<file path="config.mk">
export PLATFORM = sky130hd
export DESIGN_NAME = jk_cmd_sequencer
export DESIGN_NICKNAME = d
export VERILOG_FILES = /design/src/rtl/jk_seq_pkg.sv /design/src/rtl/jk_seq_fifo.sv /design/src/rtl/jk_cmd_sequencer.sv
export SDC_FILE = /design/constraint.sdc
export NUM_CORES = 1
export LEC_CHECK = 0
export BUFFER_PORTS_ARGS = -buffer_cell sky130_fd_sc_hd__buf_4
export CAP_MARGIN = 10
export CORE_MARGIN = 8
export CORE_UTILIZATION = 40
export DETAILED_ROUTE_END_ITERATION = 12
export GPL_TIMING_DRIVEN = 0
export PLACE_DENSITY = 0.59
export SETUP_SLACK_MARGIN = 0.5
export SLEW_MARGIN = 20
export SYNTH_ARGS = -nofsm -noshare
export SYNTH_HDL_FRONTEND = slang
export SYNTH_HIERARCHICAL = 1
export SYNTH_SLANG_ARGS = --single-unit
</file>
<file path="constraint.sdc">
create_clock -name clk -period 2.15 [get_ports clk]
set_input_delay 0.43 -clock clk [delete_from_list [all_inputs] [get_ports clk]]
set_output_delay 0.43 -clock clk [all_outputs]
set_load 0.005 [all_outputs]
</file>
<file path="src/rtl/jk_seq_pkg.sv">
// ---------------------------------------------------------------------------
// jk_seq_pkg
// Shared definitions for the J/K command sequencer:
//   - OP_* constants: command op encoding, which is literally the {j,k} drive
//   - jk_cmd_t      : packed {op, cnt} command at the default count width
//   - jk_next()     : next state of a JK flop given current q and {j,k}
// Ports: none (package).
// ---------------------------------------------------------------------------
package jk_seq_pkg;

    localparam logic [1:0] OP_HOLD = 2'b00;
    localparam logic [1:0] OP_CLR  = 2'b01;
    localparam logic [1:0] OP_SET  = 2'b10;
    localparam logic [1:0] OP_TGL  = 2'b11;

    // Default repeat-count width; the sequencer's CW parameter defaults to it.
    localparam int JK_CW = 4;

    typedef struct packed {
        logic [1:0]       op;
        logic [JK_CW-1:0] cnt;
    } jk_cmd_t;

    function automatic logic jk_next(input logic q, input logic j, input logic k);
        logic q_n;
        case ({j, k})
            2'b00:   q_n = q;
            2'b01:   q_n = 1'b0;
            2'b10:   q_n = 1'b1;
            default: q_n = ~q;
        endcase
        return q_n;
    endfunction

endpackage

</file>
<file path="src/rtl/jk_seq_fifo.sv">
// ---------------------------------------------------------------------------
// jk_seq_fifo
// Synchronous FIFO holding queued sequencer commands. The pointers carry one
// extra wrap bit so that full and empty are distinguishable without a counter.
// Ports:
//   clk, reset   : clock, synchronous active-high reset (flushes pointers)
//   push, wdata  : write request / data (ignored while full)
//   pop          : read request (ignored while empty)
//   rdata        : head entry, valid whenever !empty
//   full, empty  : occupancy flags, derived from registered pointers only
// ---------------------------------------------------------------------------
module jk_seq_fifo #(
    parameter int W     = 6,
    parameter int DEPTH = 4
) (
    input  logic         clk,
    input  logic         reset,
    input  logic         push,
    input  logic [W-1:0] wdata,
    input  logic         pop,
    output logic [W-1:0] rdata,
    output logic         full,
    output logic         empty
);

    localparam int AW = $clog2(DEPTH);

    logic [AW:0]  wr_ptr_q, wr_ptr_d;
    logic [AW:0]  rd_ptr_q, rd_ptr_d;
    logic [W-1:0] mem_q [DEPTH];
    logic [W-1:0] mem_d [DEPTH];

    assign empty = (wr_ptr_q == rd_ptr_q);
    // Same slot, opposite lap: writer is exactly one lap ahead.
    assign full  = (wr_ptr_q[AW] != rd_ptr_q[AW]) &&
                   (wr_ptr_q[AW-1:0] == rd_ptr_q[AW-1:0]);
    assign rdata = mem_q[rd_ptr_q[AW-1:0]];

    always_comb begin
        mem_d    = mem_q;
        wr_ptr_d = wr_ptr_q;
        rd_ptr_d = rd_ptr_q;
        if (push && !full) begin
            mem_d[wr_ptr_q[AW-1:0]] = wdata;
            wr_ptr_d                = wr_ptr_q + 1'b1;
        end
        if (pop && !empty) begin
            rd_ptr_d = rd_ptr_q + 1'b1;
        end
    end

    always_ff @(posedge clk) begin
        if (reset) begin
            wr_ptr_q <= '0;
            rd_ptr_q <= '0;
        end else begin
            wr_ptr_q <= wr_ptr_d;
            rd_ptr_q <= rd_ptr_d;
        end
        // Storage needs no reset: entries are only read between push and pop.
        mem_q <= mem_d;
    end

endmodule

</file>
<file path="src/rtl/jk_cmd_sequencer.sv">
// ---------------------------------------------------------------------------
// jk_cmd_sequencer
// Queues {op, cnt} commands and plays each op onto registered j/k outputs for
// cnt+1 consecutive cycles, with no gap between back-to-back commands.
// Optional shadow model (build macro JK_SEQ_SHADOW_EN) tracks the expected
// jkff state and raises a sticky flag when the real flop disagrees.
//
// Handshake: a command is taken on any posedge with cmd_valid && cmd_ready;
// cmd_ready is !full of the registered FIFO state only, so it never depends on
// a pop in the same cycle, and cmd_valid may be held until accepted.
//
// Ports:
//   clk, reset            : clock, synchronous active-high reset
//   cmd_valid/op/cnt      : command offer; op = {j,k}, plays cnt+1 cycles
//   cmd_ready             : FIFO not full
//   j, k                  : registered drive to jkff
//   busy                  : high in every drive cycle of a command
//   done                  : high in the last drive cycle of each command
//   q_fb                  : jkff.q feedback         (JK_SEQ_SHADOW_EN only)
//   shadow_q              : expected jkff.q         (JK_SEQ_SHADOW_EN only)
//   mismatch              : sticky divergence flag  (JK_SEQ_SHADOW_EN only)
//   dbg_state             : FSM state (0 IDLE, 1 RUN) for observation
// ---------------------------------------------------------------------------
module jk_cmd_sequencer
    import jk_seq_pkg::*;
#(
    parameter int DEPTH = 4,
    parameter int CW    = JK_CW
) (
    input  logic          clk,
    input  logic          reset,
    input  logic          cmd_valid,
    input  logic [1:0]    cmd_op,
    input  logic [CW-1:0] cmd_cnt,
    output logic          cmd_ready,
    output logic          j,
    output logic          k,
    output logic          busy,
    output logic          done,
`ifdef JK_SEQ_SHADOW_EN
    input  logic          q_fb,
    output logic          shadow_q,
    output logic          mismatch,
`endif
    output logic [0:0]    dbg_state
);

    localparam logic [0:0] ST_IDLE = 1'b0;
    localparam logic [0:0] ST_RUN  = 1'b1;

    typedef struct packed {
        logic [1:0]    op;
        logic [CW-1:0] cnt;
    } cmd_t;

    logic [0:0]    state_q, state_d;
    logic [CW-1:0] remain_q, remain_d;
    logic [1:0]    jk_q, jk_d;
    logic          fifo_push, fifo_pop, fifo_full, fifo_empty;
    logic          load_next;
    cmd_t          fifo_wdata, fifo_head;

    assign fifo_wdata = '{op: cmd_op, cnt: cmd_cnt};
    assign cmd_ready  = !fifo_full;
    assign fifo_push  = cmd_valid && cmd_ready;

    jk_seq_fifo #(
        .W     ($bits(cmd_t)),
        .DEPTH (DEPTH)
    ) u_fifo (
        .clk   (clk),
        .reset (reset),
        .push  (fifo_push),
        .wdata (fifo_wdata),
        .pop   (fifo_pop),
        .rdata (fifo_head),
        .full  (fifo_full),
        .empty (fifo_empty)
    );

    always_comb begin
        state_d   = state_q;
        remain_d  = remain_q;
        jk_d      = jk_q;
        load_next = 1'b0;
        if (state_q == ST_IDLE) begin
            if (!fifo_empty) begin
                load_next = 1'b1;
            end else begin
                jk_d = OP_HOLD;
            end
        end else begin
            if (remain_q != '0) begin
                remain_d = remain_q - 1'b1;
            end else if (!fifo_empty) begin
                // Last cycle of this command: chain the next one with no gap.
                load_next = 1'b1;
            end else begin
                state_d = ST_IDLE;
                jk_d    = OP_HOLD;
            end
        end
        if (load_next) begin
            state_d  = ST_RUN;
            jk_d     = fifo_head.op;
            remain_d = fifo_head.cnt;
        end
    end

    assign fifo_pop  = load_next;
    assign busy      = (state_q == ST_RUN);
    assign done      = busy && (remain_q == '0);
    assign j         = jk_q[1];
    assign k         = jk_q[0];
    assign dbg_state = state_q;

    always_ff @(posedge clk) begin
        if (reset) begin
            state_q  <= ST_IDLE;
            remain_q <= '0;
            jk_q     <= OP_HOLD;
        end else begin
            state_q  <= state_d;
            remain_q <= remain_d;
            jk_q     <= jk_d;
        end
    end

`ifdef JK_SEQ_SHADOW_EN
    logic shadow_d, mismatch_d;

    // The shadow sees the same registered {j,k} the real flop samples, so
    // shadow_q and jkff.q advance on the same edge and are directly comparable.
    always_comb begin
        shadow_d   = jk_next(shadow_q, jk_q[1], jk_q[0]);
        mismatch_d = mismatch || (q_fb != shadow_q);
    end

    always_ff @(posedge clk) begin
        if (reset) begin
            shadow_q <= 1'b0;
            mismatch <= 1'b0;
        end else begin
            shadow_q <= shadow_d;
            mismatch <= mismatch_d;
        end
    end
`endif

endmodule

</file>
==> results of run 1 <==
-- timing repair --
item,4_1_cts,5_1_grt
resized for setup,25,20
setup endpoints to repair,38,38
buffers inserted,13,11
endpoints found under the hold margin,0,0
pin swaps,6,11
-- cell usage after synthesis, drive strengths merged, types with 4 or more instances --
| library cell | count |
|---|---|
| nor3b | 5 |
| ha | 7 |
| nand3 | 6 |
| edfxtp | 24 |
| a21oi | 7 |
| nand2 | 4 |
| nor2b | 6 |
| buf | 4 |
| and2 | 4 |
| dfxtp | 13 |
| nand4 | 6 |
| mux4 | 6 |
| inv | 10 |
| o211ai | 6 |
| o21ai | 6 |
| a31oi | 5 |
-- cell type report --
| cell class | count | area (um^2) | share of cell area |
|---|---|---|---|
| Inverter | 10 | 43.8 | 0.0169 |
| Timing Repair Buffer | 38 | 305 | 0.118 |
| Sequential cell | 37 | 997 | 0.384 |
| Multi-Input combinational cell | 94 | 986 | 0.380 |
| Clock buffer | 5 | 68.8 | 0.0265 |
| Buffer | 7 | 63.8 | 0.0246 |
| Clock inverter | 3 | 65.1 | 0.0251 |
| Tap cell | 52 | 65.1 | 0.0251 |
-- per-stage QoR --
step                power [mW]  instances   util  hold WS, ps
floorplan                 1.65        148      -          454
global placement          1.88        214  0.469          455
detailed placement        1.90        214  0.469          464
CTS                       2.92        235  0.550          332
global route              3.27        246  0.592          330
finish                    3.09        246  0.592          338
-- worst max-delay path by stage --
| stage | end | cells past startpoint |
|---|---|---|
| 2_1_floorplan | u_fifo/rd_ptr_q[2] | 8 |
| 3_3_place_gp | u_fifo/mem_q[20] | 7 |
| 3_5_place_dp | u_fifo/mem_q[20] | 6 |
| 4_1_cts | u_fifo/rd_ptr_q[2] | 8 |
| 5_1_grt | u_fifo/rd_ptr_q[2] | 8 |
| 6_report | u_fifo/rd_ptr_q[2] | 8 |
-- logic make-up after synthesis --
kind of cell / after synthesis / synth area share
AND/OR/NAND/NOR: 42 / 0.147
flip-flops: 37 / 0.533
AO/OA/AOI/OAI: 32 / 0.116
buffers and inverters: 17 / 0.0455
multiplexers: 7 / 0.0789
adder cells (fa/ha/maj): 7 / 0.0476
XOR/XNOR: 6 / 0.0326
-- report_power, final --
group	internal [mW]	total, mW	switching (mW)
Combinational	0.735	1.39	0.658
Clock	0.461	0.708	0.247
Sequential	0.884	0.991	0.107
-- registers in the layout (all words and copies together), names as in the netlist --
register,count
u_fifo/wr_ptr_q,3
remain_q,4
busy,1
u_fifo/mem_q,24
jk_q,2
u_fifo/rd_ptr_q,3
-- routing by layer --
metal | share of wire | wire length, um | global-route usage | vias up
met5 | 0 | 0 | 0 | -
met3 | 0.035 | 152 | 0.0391 | 6
li1 | - | - | - | 661
met4 | 0.016 | 70 | 0.0502 | 0
met1 | 0.44 | 1880 | 0.143 | 687
met2 | 0.51 | 2190 | 0.194 | 30
-- critical path: stages, from the launching register on --
cell	delay (ps)
dfxtp_4	360
inv_4	60
ha_4	120
or3b_4	370
buf_6	130
a21oi_4	120
nand2_2	70
or4_4	410
a31oi_1	140
==> results_dict.tcl, run 1 <==
set metrics [dict create \
    status "finished, final reports clean" \
    cts_made_buffers 5 \
    critPathArrivalTime_ps 2060 \
    n_fill_cell 346 \
    rrSetupSlack_ps 300 \
    area_growth_pct 41.0 \
    end_kind "register" \
    p_leak_nw 0.932 \
    max_freq_ghz 0.540 \
    viasPerCell 5.63 \
    fp.dieW_um 83.8 \
    port-buffer-count 14 \
    avgRoutedWirePerCell_um 17.4 \
    synthArstFlopShare 0 \
    slew_headroom 0.670 \
    critPathRequiredTime_ps 2360 \
    synthTopCellsByArea "edfxtp_1, dfxtp_1, mux4_2" \
    route.vias.total 1384 \
    netlist_area_mm2 0.00184 \
    initial_utilization 0.420 \
    cp-start-kind "register" \
    grt_pass1_vias 1440 \
    synth_warnings 6 \
    diodes 0 \
    fin_nets 209 \
    drive_gt1_frac 0.500 \
    finalMaxSlewViolations 0 \
    netlist_instances 148 \
    clk_latency_ps 290 \
    rr_startpoint "remain_q[0]" \
    clk_pin_slew_ps 80 \
    finalSetupViolCount 0 \
    layout_commonest_cell "buf_4" \
    drtAntennaViolNets 0 \
    hp-start "cmd_cnt[0]" \
    finalCriticalPeriod_ps 1850 \
    max-cap-violations 0 \
    grt_max_degree 13 \
    placed_area_mm2 0.00206 \
    finalCritPeriodShare 0.861 \
    ios 15 \
    synth_nets 164 \
    ir_drop_mv 0.500 \
    clk_path_buf_depth 2 \
    setup_tns_ps 0 \
    die_area_mm2 0.00703 \
    globalplace.congestion 0.769 \
    yosysSeqAreaShare 0.533 \
    critPathLaunch "remain_q[0]" \
    grt_pass1_wl_mm 6.93 \
    hold-path-cell-count 1 \
    cts-htree-levels 2 \
    synth-edff-count 24 \
    worst_slew_pin_slew_ps 495 \
    hold_viol 0 \
    mostFrequentLayoutCells "buf_4, edfxtp_1, dfxtp_2" \
    core_area_mm2 0.00438 \
    reg2reg_depth 8 \
    crit_type "register to register" \
    min_path_type "input pin to register" \
    clock-skew-final_ps 10.7 \
    root_buffer "clkbuf_8" \
    dp_hpwl_mm 2.63 \
    synth_area_leader_cell "edfxtp_1" \
    drtIter0Drc 100 \
    drtPass1Iterations 4 \
    hold_buffers 0 \
    die_y_um 83.8 \
    drcViolationCount 0 \
    grt_setup_unrepaired "yes" \
    worst-path-max-fanout 2 \
    wirelength_mm 4.29 \
    synth_cell_types 39 \
    synth_ff_type "edfxtp_1" \
    rows 24 \
    synth_top_area_share 0.392 \
    avgSynthCellArea_um2 12.4 \
    grt_util_all_layers 0.120 \
    r2r_end "u_fifo/rd_ptr_q[2]" \
    final_cell_area_mm2 0.00259 \
    dpl_worst_slack_ps -42.5 \
    fin_ws_ps 298 \
    gr-total-overflow 0 \
    power_density_mw_per_mm2 1190 \
    cts_tree "yes" \
    hold_end "u_fifo/mem_q[12]" \
    ys_ff_latch 37 \
    clkSinkCount 37 \
    antenna_found_initial 0 \
]
Note: power is estimated with default switching activity, not from simulation.
==> inputs of run 2 (changes only) <==
PLACE_DENSITY = 0.57   (was 0.59)
clock period = 1.8 ns   (was 2.15 ns; I/O delays follow)
==> results_dict.tcl, run 2 (synthesized netlist as in run 1, its figures left out) <==
set metrics [dict create \
    reg2reg_depth 8 \
    port-buffer-count 14 \
    clk_latency_ps 290 \
    reg_top3 "u_fifo/mem_q x24, remain_q x4" \
    finalMaxSlewViolations 0 \
    switching_share 0.357 \
    finalSetupViolCount 3 \
    gr-total-overflow 0 \
    violations "setup timing" \
    status "finished, violations left" \
    hold_buffers 0 \
    die_y_um 83.8 \
    rrSetupSlack_ps -70 \
    dp_hpwl_mm 2.65 \
    dp.cells 214 \
    die_area_mm2 0.00703 \
    route.vias.total 1410 \
    drtAntennaViolNets 0 \
    cts_tree "yes" \
    critPathRequiredTime_ps 2020 \
    grt_setup_unrepaired "yes" \
    largest_reg_flops 24 \
    power_density_mw_per_mm2 1380 \
    p_clk_frac 0.168 \
    hold_viol 0 \
    cts-htree-levels 2 \
    worst_slew_pin_slew_ps 611 \
    p_sw_mw 1.25 \
    clk_path_buf_depth 2 \
    pwr-share-comb 0.491 \
    fin_nets 208 \
    ir_drop_mv 0.671 \
    viasPerCell 5.76 \
    final_cell_area_mm2 0.00254 \
    hold-path-cell-count 1 \
    pwr-share-seq 0.341 \
    top_register "u_fifo/mem_q" \
    globalplace.congestion 0.800 \
    fp.dieW_um 83.8 \
    grt_max_degree 14 \
    finalCriticalPeriod_ps 1870 \
    antenna_found_initial 0 \
    grt_util_all_layers 0.123 \
    ios 15 \
    hold_end "u_fifo/mem_q[10]" \
    p_leak_nw 0.913 \
    cts_made_buffers 5 \
    grt_pass1_vias 1401 \
    area_growth_pct 37.9 \
    drtIter0Drc 72 \
    grt_pass1_wl_mm 6.93 \
    worst-path-max-fanout 4 \
    max-cap-violations 0 \
    layout_commonest_cell "buf_4" \
    min_path_type "input pin to register" \
    placed_area_mm2 0.00212 \
    end_kind "register" \
    diodes 0 \
    clkSinkCount 37 \
    hp-start "cmd_op[0]" \
    cp-start-kind "register" \
    initial_utilization 0.420 \
    rows 24 \
    rr_startpoint "remain_q[1]" \
    crit_type "register to register" \
    fin_cells 245 \
    mostFrequentLayoutCells "buf_4, edfxtp_1, buf_6" \
    fin_ws_ps -73.2 \
    core_area_mm2 0.00438 \
    avgRoutedWirePerCell_um 17.4 \
    clock-skew-final_ps 9.09 \
    wirelength_mm 4.26 \
    slew_headroom 0.590 \
    n_fill_cell 364 \
    internal-power_mw 2.25 \
    finalCritPeriodShare 1.04 \
    critPathArrivalTime_ps 2090 \
    max_freq_ghz 0.534 \
    drive_gt1_frac 0.492 \
    clk_pin_slew_ps 80 \
    drcViolationCount 0 \
    r2r_end "u_fifo/rd_ptr_q[2]" \
    root_buffer "clkbuf_8" \
    drtPass1Iterations 4 \
]
-- run 2: area by class of cell --
type | count | area, um^2 | share of cell area
Buffer | 7 | 78.8 | 0.0310
Tap cell | 52 | 65.1 | 0.0256
Sequential cell | 37 | 1000 | 0.394
Inverter | 10 | 46.3 | 0.0182
Multi-Input combinational cell | 94 | 957 | 0.377
Clock inverter | 3 | 21.3 | 0.00838
Timing Repair Buffer | 37 | 300 | 0.118
Clock buffer | 5 | 68.8 | 0.0271
-- run 2: critical path, stage by stage, from the launching register on --
cell     delay (ps)
dfxtp_4         370
inv_4            60
ha_4            120
or3b_1          350
buf_6           130
a21oi_4         130
nand2_2          90
or4_4           420
a31oi_1         130
-- run 2: how the worst max path moves through the flow --
stage | from | to | slack [ps] | depth (start not counted)
3_3_place_gp | u_fifo/wr_ptr_q[2] | u_fifo/rd_ptr_q[2] | -310 | 6
2_1_floorplan | remain_q[1] | u_fifo/rd_ptr_q[2] | -10 | 8
6_report | remain_q[1] | u_fifo/rd_ptr_q[2] | -70 | 8
5_1_grt | remain_q[1] | u_fifo/rd_ptr_q[2] | -150 | 8
4_1_cts | remain_q[1] | u_fifo/rd_ptr_q[2] | -90 | 8
3_5_place_dp | u_fifo/wr_ptr_q[2] | u_fifo/rd_ptr_q[2] | -340 | 6
-- run 2: power by group through the flow --
stage,sequential [mW],combinational [mW],clock [mW]
6_report,1.19,1.71,0.588
3_5_place_dp,1.19,1.16,0
4_1_cts,1.19,1.51,0.601
2_1_floorplan,1.16,0.865,0
3_3_place_gp,1.18,1.14,0
5_1_grt,1.21,1.85,0.651
-- run 2: metal layers --
metal / GRT usage / vias to the layer above / part of all wire
met5: 0 / - / 0
met4: 0.0377 / 0 / 0.0094
met3: 0.0420 / 5 / 0.042
met2: 0.199 / 38 / 0.51
met1: 0.149 / 706 / 0.44
li1: - / 661 / -
-- run 2: what timing repair did --
action	4_1_cts	5_1_grt
pin swaps	9	9
setup endpoints to repair	40	40
resized for setup	29	7
setup buffers	14	9
-- run 2: metrics by stage --
step	setup TNS [ps]	hold WS (ps)	total power, mW	utilization	setup WS (ps)
global placement	-6160	457	2.32	0.484	-314
detailed placement	-6620	466	2.35	0.484	-340
CTS	-86.9	262	3.29	0.558	-86.9
global route	-566	252	3.71	0.579	-149
finish	-139	272	3.49	0.579	-73.2
floorplan	-11.4	417	2.03	-	-11.4
==> inputs of run 3 (changes only) <==
BUFFER_PORTS_ARGS = unset   (was -buffer_cell sky130_fd_sc_hd__buf_4)
DONT_BUFFER_PORTS = 1   (was unset)
PLACE_DENSITY = 0.54   (was 0.57)
==> results_dict.tcl, run 3 (synthesized netlist as in run 1, its figures left out) <==
set metrics [dict create \
    grt_pass1_vias 1445 \
    layout_commonest_cell "edfxtp_1" \
    initial_utilization 0.420 \
    drcViolationCount 0 \
    diodes 0 \
    violations "setup timing" \
    viasPerCell 5.91 \
    grt_setup_unrepaired "yes" \
    min_path_type "input pin to register" \
    crit_type "register to register" \
    cts_made_buffers 5 \
    cpPeakStageDelay_ps 410 \
    drtIter0Drc 72 \
    drive_gt1_frac 0.543 \
    reg_top3 "u_fifo/mem_q x24, remain_q x4" \
    clk_pin_slew_ps 80 \
    power_density_mw_per_mm2 1430 \
    grt_pass1_wl_mm 7.28 \
    drtPass1Iterations 4 \
    finalMaxSlewViolations 0 \
    path_buf_inv 2 \
    antenna_found_initial 0 \
    utilization 0.597 \
    clkSinkCount 37 \
    cp-start-kind "register" \
    mostFrequentLayoutCells "edfxtp_1, buf_4, buf_6" \
    port-buffer-count 0 \
    worst_slew_pin_slew_ps 552 \
    slew_headroom 0.629 \
    critPathArrivalTime_ps 2090 \
    root_buffer "clkbuf_8" \
    ios 15 \
    dp.cells 200 \
    critPathRequiredTime_ps 2010 \
    finalSetupViolCount 3 \
    fin_cells 238 \
    die_y_um 83.8 \
    route.vias.total 1407 \
    cts_tree "yes" \
    clock-skew-final_ps 4.63 \
    fp.dieW_um 83.8 \
    fin_ws_ps -73.4 \
    critPathSlowestCell "or4_1" \
    worst-path-max-fanout 3 \
    top_register "u_fifo/mem_q" \
    grt_max_degree 13 \
    whs_ps 117 \
    fin_nets 201 \
    finalCriticalPeriod_ps 1870 \
    rows 24 \
    hold_buffers 0 \
    globalplace.congestion 0.769 \
    dp_hpwl_mm 2.68 \
    worst_path_dominant_cell_family "simple AND/OR/NAND/NOR gates" \
    n_fill_cell 337 \
    finalCritPeriodShare 1.04 \
    p_leak_nw 0.894 \
    core_area_mm2 0.00438 \
    largest_reg_flops 24 \
    gr-total-overflow 0 \
    clk_path_buf_depth 2 \
    clk_latency_ps 290 \
    die_area_mm2 0.00703 \
    path_cells "inv_2 -> ha_4 -> or3b_4 -> buf_6 -> a21oi_4 -> nand2_2 -> or4_1 -> a31oi_1" \
    area_growth_pct 42.3 \
    finalPower_mw 3.74 \
    status "finished, violations left" \
    wirelength_mm 4.42 \
    max_freq_ghz 0.534 \
    end_kind "register" \
    cts-htree-levels 2 \
    grt_util_all_layers 0.128 \
    ir_drop_mv 0.622 \
    max-cap-violations 0 \
    drtAntennaViolNets 0 \
    hold_viol 0 \
    avgRoutedWirePerCell_um 18.6 \
]
run 3: through the flow:
step	worst slack [ps]	instance area [um^2]	TNS [ps]
floorplan	-11.4	1950	-11.4
finish	-73.4	2620	-130
global placement	-323	2020	-5960
detailed placement	-366	2020	-6390
CTS	-57.3	2490	-83.0
global route	-165	2620	-359
run 3: area by class of cell:
type	instances	area, um^2	share of cell area
buffer	7	86.3	0.0330
clock buffer	6	72.6	0.0277
clock inverter	2	15.0	0.00573
inverter	10	43.8	0.0167
multi-input combinational	94	1080	0.411
sequential	37	1000	0.384
tap	52	65.1	0.0248
timing repair buffer	30	255	0.0975
run 3: per-layer routing:
metal / up-vias / global-route usage / wire length [um]
met5: - / 0 / 0
met4: 0 / 0.0377 / 79
met3: 8 / 0.0469 / 288
met2: 53 / 0.220 / 2170
met1: 702 / 0.145 / 1890
li1: 644 / - / -
run 3: worst paths after layout:
check / start / end / slack (ps) / depth (start not counted)
max: remain_q[1] / u_fifo/rd_ptr_q[2] / -70 / 8
min: reset / busy / 120 / 1
max reg2reg: remain_q[1] / u_fifo/rd_ptr_q[2] / -70 / 8
min reg2reg: jk_q[0] / jk_q[0] / 480 / 2
run 3: repair_timing:
action,CTS,global route
setup buffers,24,6
pin swaps,16,10
endpoints found under the setup margin,39,39
resized for setup,45,18
gates cloned,0,0
run 3: worst reg2reg max path, cell delays in order, from the launching register on:
cell,delay (ps)
dfxtp_2,330
inv_2,70
ha_4,130
or3b_4,360
buf_6,130
a21oi_4,150
nand2_2,80
or4_1,410
a31oi_1,130
run 3: power by group:
group | leakage, nW | switching [mW] | internal (mW)
registers | 0.332 | 0.132 | 1.06
logic | 0.524 | 0.929 | 1.04
clock network | 0.0374 | 0.302 | 0.273
